File: src/rtl/bcd_clock_pixel_driver.sv
// BCD time-of-day clock with 1 Hz prescaler that streams one LED colour per cycle.
// Trigger in IDLE -> first write next cycle; triggers during a frame collapse into one pending frame (no stall input).
module bcd_clock_pixel_driver #(
  parameter int          TICK_DIV     = 12000000,
  parameter bit          MODE_12H     = 1'b0,
  parameter bit          SHOW_SECONDS = 1'b1,
  parameter logic [23:0] ON_COLOR     = 24'h10_10_10,
  parameter logic [23:0] OFF_COLOR    = 24'h00_00_00
) (
  input  logic        clk,
  input  logic        reset,
  input  logic        load,
  input  logic [7:0]  load_h,
  input  logic [7:0]  load_m,
  input  logic [7:0]  load_s,
  input  logic        load_pm,
  output logic [7:0]  hh,
  output logic [7:0]  mm,
  output logic [7:0]  ss,
  output logic        pm,
  output logic        sec_pulse,
  output logic        load_err,
  output logic [23:0] rgb_data,
  output logic [7:0]  led_num,
  output logic        write,
  output logic        frame_done
);

  localparam int          NUM_LEDS  = SHOW_SECONDS ? 24 : 16;
  localparam int          PW        = $clog2(TICK_DIV);
  localparam logic [PW-1:0] PRESC_MAX = PW'(TICK_DIV - 1);
  localparam logic [7:0]  LAST_LED  = 8'(NUM_LEDS - 1);

  typedef enum logic {IDLE, STREAM} state_t;

  state_t              state;
  logic [3:0]          h_t, h_u, m_t, m_u, s_t, s_u;
  logic                pm_q;
  logic [PW-1:0]       presc;
  logic                pending;
  logic [NUM_LEDS-1:0] fb;

  logic                digits_ok, hour_ok, load_ok, tick, trig;
  logic [3:0]          n_h_t, n_h_u, n_m_t, n_m_u, n_s_t, n_s_u;
  logic                n_pm;
  logic [23:0]         digits;
  logic [NUM_LEDS-1:0] frame_bits;

  assign digits_ok = (load_h[7:4] <= 4'd9) && (load_h[3:0] <= 4'd9) &&
                     (load_m[7:4] <= 4'd5) && (load_m[3:0] <= 4'd9) &&
                     (load_s[7:4] <= 4'd5) && (load_s[3:0] <= 4'd9);

  assign hour_ok = MODE_12H ?
      ((load_h[7:4] == 4'd0 && load_h[3:0] != 4'd0) || (load_h[7:4] == 4'd1 && load_h[3:0] <= 4'd2)) :
      ((load_h[7:4] <= 4'd1) || (load_h[7:4] == 4'd2 && load_h[3:0] <= 4'd3));

  assign load_ok = load && digits_ok && hour_ok;
  // An accepted load restarts the second, so a coincident tick is dropped.
  assign tick    = (presc == PRESC_MAX) && !load_ok;
  assign trig    = tick || load_ok || pending;

  always_comb begin
    n_h_t = h_t;
    n_h_u = h_u;
    n_m_t = m_t;
    n_m_u = m_u;
    n_s_t = s_t;
    n_s_u = s_u;
    n_pm  = pm_q;
    if (load_ok) begin
      n_h_t = load_h[7:4];
      n_h_u = load_h[3:0];
      n_m_t = load_m[7:4];
      n_m_u = load_m[3:0];
      n_s_t = load_s[7:4];
      n_s_u = load_s[3:0];
      n_pm  = MODE_12H ? load_pm : 1'b0;
    end else if (tick) begin
      if (s_u != 4'd9) begin
        n_s_u = s_u + 4'd1;
      end else begin
        n_s_u = 4'd0;
        if (s_t != 4'd5) begin
          n_s_t = s_t + 4'd1;
        end else begin
          n_s_t = 4'd0;
          if (m_u != 4'd9) begin
            n_m_u = m_u + 4'd1;
          end else begin
            n_m_u = 4'd0;
            if (m_t != 4'd5) begin
              n_m_t = m_t + 4'd1;
            end else begin
              n_m_t = 4'd0;
              if (MODE_12H && h_t == 4'd1 && h_u == 4'd2) begin
                n_h_t = 4'd0;
                n_h_u = 4'd1;
              end else if (MODE_12H && h_t == 4'd1 && h_u == 4'd1) begin
                n_h_t = 4'd1;
                n_h_u = 4'd2;
                n_pm  = ~pm_q;
              end else if (!MODE_12H && h_t == 4'd2 && h_u == 4'd3) begin
                n_h_t = 4'd0;
                n_h_u = 4'd0;
              end else if (h_u == 4'd9) begin
                n_h_t = h_t + 4'd1;
                n_h_u = 4'd0;
              end else begin
                n_h_u = h_u + 4'd1;
              end
            end
          end
        end
      end
    end
  end

  // LED i is bit (i mod 4) of digit (i div 4); seconds-off drops the two low digits.
  assign digits     = {n_h_t, n_h_u, n_m_t, n_m_u, n_s_t, n_s_u};
  assign frame_bits = NUM_LEDS'(SHOW_SECONDS ? digits : (digits >> 8));

  always_ff @(posedge clk) begin
    if (reset) begin
      h_t        <= MODE_12H ? 4'd1 : 4'd0;
      h_u        <= MODE_12H ? 4'd2 : 4'd0;
      m_t        <= 4'd0;
      m_u        <= 4'd0;
      s_t        <= 4'd0;
      s_u        <= 4'd0;
      pm_q       <= 1'b0;
      presc      <= '0;
      sec_pulse  <= 1'b0;
      load_err   <= 1'b0;
      state      <= IDLE;
      pending    <= 1'b1;
      fb         <= '0;
      write      <= 1'b0;
      led_num    <= 8'd0;
      rgb_data   <= 24'd0;
      frame_done <= 1'b0;
    end else begin
      h_t        <= n_h_t;
      h_u        <= n_h_u;
      m_t        <= n_m_t;
      m_u        <= n_m_u;
      s_t        <= n_s_t;
      s_u        <= n_s_u;
      pm_q       <= n_pm;
      presc      <= (load_ok || presc == PRESC_MAX) ? '0 : presc + PW'(1);
      sec_pulse  <= tick;
      load_err   <= load && !load_ok;
      frame_done <= 1'b0;
      case (state)
        IDLE: begin
          if (trig) begin
            fb       <= frame_bits >> 1;
            rgb_data <= frame_bits[0] ? ON_COLOR : OFF_COLOR;
            led_num  <= 8'd0;
            write    <= 1'b1;
            pending  <= 1'b0;
            state    <= STREAM;
          end else begin
            write <= 1'b0;
          end
        end
        STREAM: begin
          if (tick || load_ok) pending <= 1'b1;
          if (led_num == LAST_LED) begin
            write      <= 1'b0;
            rgb_data   <= 24'd0;
            frame_done <= 1'b1;
            state      <= IDLE;
          end else begin
            led_num  <= led_num + 8'd1;
            rgb_data <= fb[0] ? ON_COLOR : OFF_COLOR;
            fb       <= fb >> 1;
            write    <= 1'b1;
          end
        end
        default: state <= IDLE;
      endcase
    end
  end

  assign hh = {h_t, h_u};
  assign mm = {m_t, m_u};
  assign ss = {s_t, s_u};
  assign pm = MODE_12H ? pm_q : 1'b0;

endmodule

File: config.mk
export PLATFORM = sky130hd
export DESIGN_NAME = bcd_clock_pixel_driver
export DESIGN_NICKNAME = d
export VERILOG_FILES = /design/src/rtl/bcd_clock_pixel_driver.sv
export SDC_FILE = /design/constraint.sdc
export NUM_CORES = 1
export LEC_CHECK = 0
export ABC_AREA = 1
export CORE_ASPECT_RATIO = 0.7
export CORE_UTILIZATION = 53
export CTS_CLUSTER_SIZE = 10
export DETAILED_ROUTE_END_ITERATION = 16
export PLACE_DENSITY = 0.81
export RECOVER_POWER = 50
export SYNTH_ARGS = -nofsm -noshare
export SYNTH_HDL_FRONTEND = slang
export SYNTH_SLANG_ARGS = --single-unit
File: constraint.sdc
create_clock -name clk -period 2.67 [get_ports clk]
set_clock_uncertainty 0.1 [all_clocks]
set_input_delay 0.801 -clock clk [delete_from_list [all_inputs] [get_ports clk]]
set_output_delay 0.801 -clock clk [all_outputs]
set_load 0.02 [all_outputs]
==> flow_metrics.env <==
export IMPL_start_util_pct=56.28
export IMPL_syn_inst=710
export IMPL_setup_viol=0
export IMPL_vdd_drop_max_mv=0.3722
export IMPL_antenna_found_initial=0
export IMPL_h_tree_depth=3
export IMPL_path_clk_slew_ps=60
export IMPL_path_class="in2reg"
export IMPL_dieArea_um2=9620
export IMPL_syn_cell_area_um2=4890
export IMPL_worstHoldPathType="reg2reg"
export IMPL_p_leak_nw=2.651
export IMPL_fin_crit_ps=2607
export IMPL_place_inst=918
export IMPL_layout_worst_path_cycle_share_pct=97.65
export IMPL_synth_seq_cells=85
export IMPL_numCtsBuffers=9
export IMPL_synth_top_area_share_pct=34.80
export IMPL_synth_top_area_cell="dfxtp_1"
export IMPL_yosys_warnings=0
export IMPL_dp_hpwl_um=9874
export IMPL_final_area_um2=6237
export IMPL_clock_sinks=85
export IMPL_worst_pin_slew_ps=501.7
export IMPL_io_buffers=65
export IMPL_final_net_count=848
export IMPL_required_ps=2780
export IMPL_yosysUniqueCellTypes=54
export IMPL_placed_area_um2=5833
export IMPL_syn_avg_cell_area_um2=6.887
export IMPL_num_rows=28
export IMPL_finalPower_w=0.002961
export IMPL_vias=4938
export IMPL_grt_use_total_pct=28.68
export IMPL_syn_to_final_growth_pct=27.56
export IMPL_ys_seq_area_share_pct=34.80
export IMPL_slew_headroom_pct=66.56
export IMPL_grt_pass1_wl_um=21060
export IMPL_firstDrtPassIters=6
export IMPL_grt_max_degree=42
export IMPL_whs_ps=363.4
export IMPL_wire_per_inst_um=14.22
export IMPL_drive_gt1_share_pct=16.89
export IMPL_stdcell_count=937
export IMPL_n_antenna_cell=0
export IMPL_critPathLaunchType="input port"
export IMPL_cap_violations=0
export IMPL_final_antenna_net_count=0
export IMPL_finalWirelength_um=13330
export IMPL_routed_via_density=5.270
export IMPL_power_density_nw_per_um2=474.8
export IMPL_insertion_delay_ps=340
export IMPL_crit_fanout=5
export IMPL_drv_slew=0
export IMPL_drc=0
export IMPL_timing_fmax_mhz=383.5
export IMPL_grt_pass1_vias=4482
export IMPL_clockRootBuffer="clkbuf_16"
export IMPL_crit_arrival_ps=2710
export IMPL_cts_tree="yes"
export IMPL_core_um2=8688
export IMPL_routabilityCongestion=0.9189
export IMPL_hold_violations=0
export IMPL_cts_path_max_buffers=2
export IMPL_die_h_um=82.36
export IMPL_endpoint_kind="register"
export IMPL_status="finished clean"
export IMPL_grt_ovfl_total=0
export IMPL_drt_iter0_drc=513
export IMPL_yosys_top_cells_area="dfxtp_1 35%, nand2_1 12%, nor2_1 7.5%"
export IMPL_die_w_um=116.8
export IMPL_ioPinCount=89
==> layer usage <==
layer	GRT usage (%)	part of all wire (%)
met1	38.37	45
met2	46.98	46
met3	6.277	7.8
met4	7.722	1.1
met5	0	0
==> per-stage QoR <==
step	util [%]	setup TNS (ps)	worst slack, ps
floorplan	-	0	485.1
detailed placement	67.14	-9662	-332.8
global route	71.79	-8.261	-7.082
CTS	70.46	0	15.21
finish	71.79	0	62.71
global placement	67.14	-9545	-290.8
==> registers in the layout (all words and copies together) (netlist names), 4 cells and up <==
name     cells
presc       24
fb          23
led_num      8
h_t          4
h_u          4
m_t          4
m_u          4
s_t          4
s_u          4
==> layout make-up <==
cell class | count | area [um^2]
clock buffer | 10 | 239.0
clock inverter | 4 | 50.05
timing repair buffer | 116 | 1070
fill | 712 | 2451
tap | 120 | 150.1
sequential | 85 | 1702
multi-input combinational | 523 | 2715
inverter | 79 | 311.5
==> path summary, 6_finish.rpt <==
path	end	slack, ps	cells past startpoint	start
worst max-delay path	fb[15]$_SDFFE_PP0P_	60	12	load_s[1]
worst min-delay path	presc[0]$_SDFF_PP0_	360	1	presc[0]$_SDFF_PP0_
worst max register to register	fb[1]$_SDFFE_PP0P_	300	12	presc[0]$_SDFF_PP0_
worst min register to register	presc[0]$_SDFF_PP0_	360	1	presc[0]$_SDFF_PP0_
==> repair_timing <==
item,4_1_cts,5_1_grt
endpoints found under the setup margin,0,20
endpoints found under the hold margin,0,0
setup buffers,0,5
gates resized for setup,0,22
hold buffers,0,0
==> placed cells by master, fill, tap and decap left out, types with 2 or more instances in the layout <==
master,count
a211oi_1,2
a21oi_1,44
and2_1,2
nor3b_1,5
dfxtp_1,85
o211ai_1,6
nor3_1,15
conb_1,22
nand2_1,146
buf_4,49
o21ai_1,12
nand2_2,10
or2_2,5
nor2_2,11
a31oi_1,2
clkbuf_16,9
dlymetal6s2s_1,8
a21oi_2,7
xor2_1,7
clkinv_2,3
clkinvlp_4,2
o21ai_0,21
o21ai_2,2
and3_1,2
nand2_4,6
nand4_2,2
clkdlybuf4s50_1,57
nand3_1,51
nand4_1,9
ha_1,6
inv_1,69
nand3_2,3
nor4_1,3
inv_2,5
xnor2_1,4
nor2_1,95
nor2_4,8
==> cells by family (layout without fill, tap and decap cells) <==
kind of cell	count (synthesis)	after routing	synth area share [%]
buf+inv	123	209	12.13
flops	85	85	34.80
compound gates	104	104	12.26
fa+ha+maj	6	6	1.535
other cells	1	22	0.07669
simple gates	380	380	37.23
xor+xnor	11	11	1.970
==> cells in the mapped netlist (all sizes together) <==
| master | number |
|---|---|
| or2 | 6 |
| inv | 76 |
| clkinv | 3 |
| a21o | 1 |
| o211ai | 7 |
| o22ai | 1 |
| clkbuf | 10 |
| conb | 1 |
| and2 | 2 |
| and3 | 2 |
| nor4 | 4 |
| o21ai | 35 |
| nand2 | 163 |
| o21a | 1 |
| nand3 | 55 |
| xor2 | 7 |
| xnor2 | 4 |
| a211oi | 2 |
| buf | 34 |
| nor2 | 115 |
| a31o | 1 |
| nor3b | 5 |
| dfxtp | 85 |
| ha | 6 |
| a21oi | 52 |
| nand4 | 11 |
| a21boi | 1 |
| a22oi | 1 |
| a31oi | 2 |
| nor3 | 17 |
==> critical path: stages <==
cell and delay (ps):
clkdlybuf4s50_1 440, o21ai_1 260, nand2_1 80, nor2_1 140
nand2_2 100, buf_6 140, buf_4 150, or2_2 260
nand2_1 110, nand2_1 70, nand2_1 110, a21oi_2 50
==> power by group <==
group	total, W	switching [W]	leakage [nW]	internal [W]
logic	0.000393	0.000243	1.83	0.000149
registers	0.00133	0.0000237	0.689	0.00131
clock network	0.00124	0.000501	0.136	0.000738
total	0.00296	0.000768	2.65	0.00219
Power figures use the tool's default switching activity.
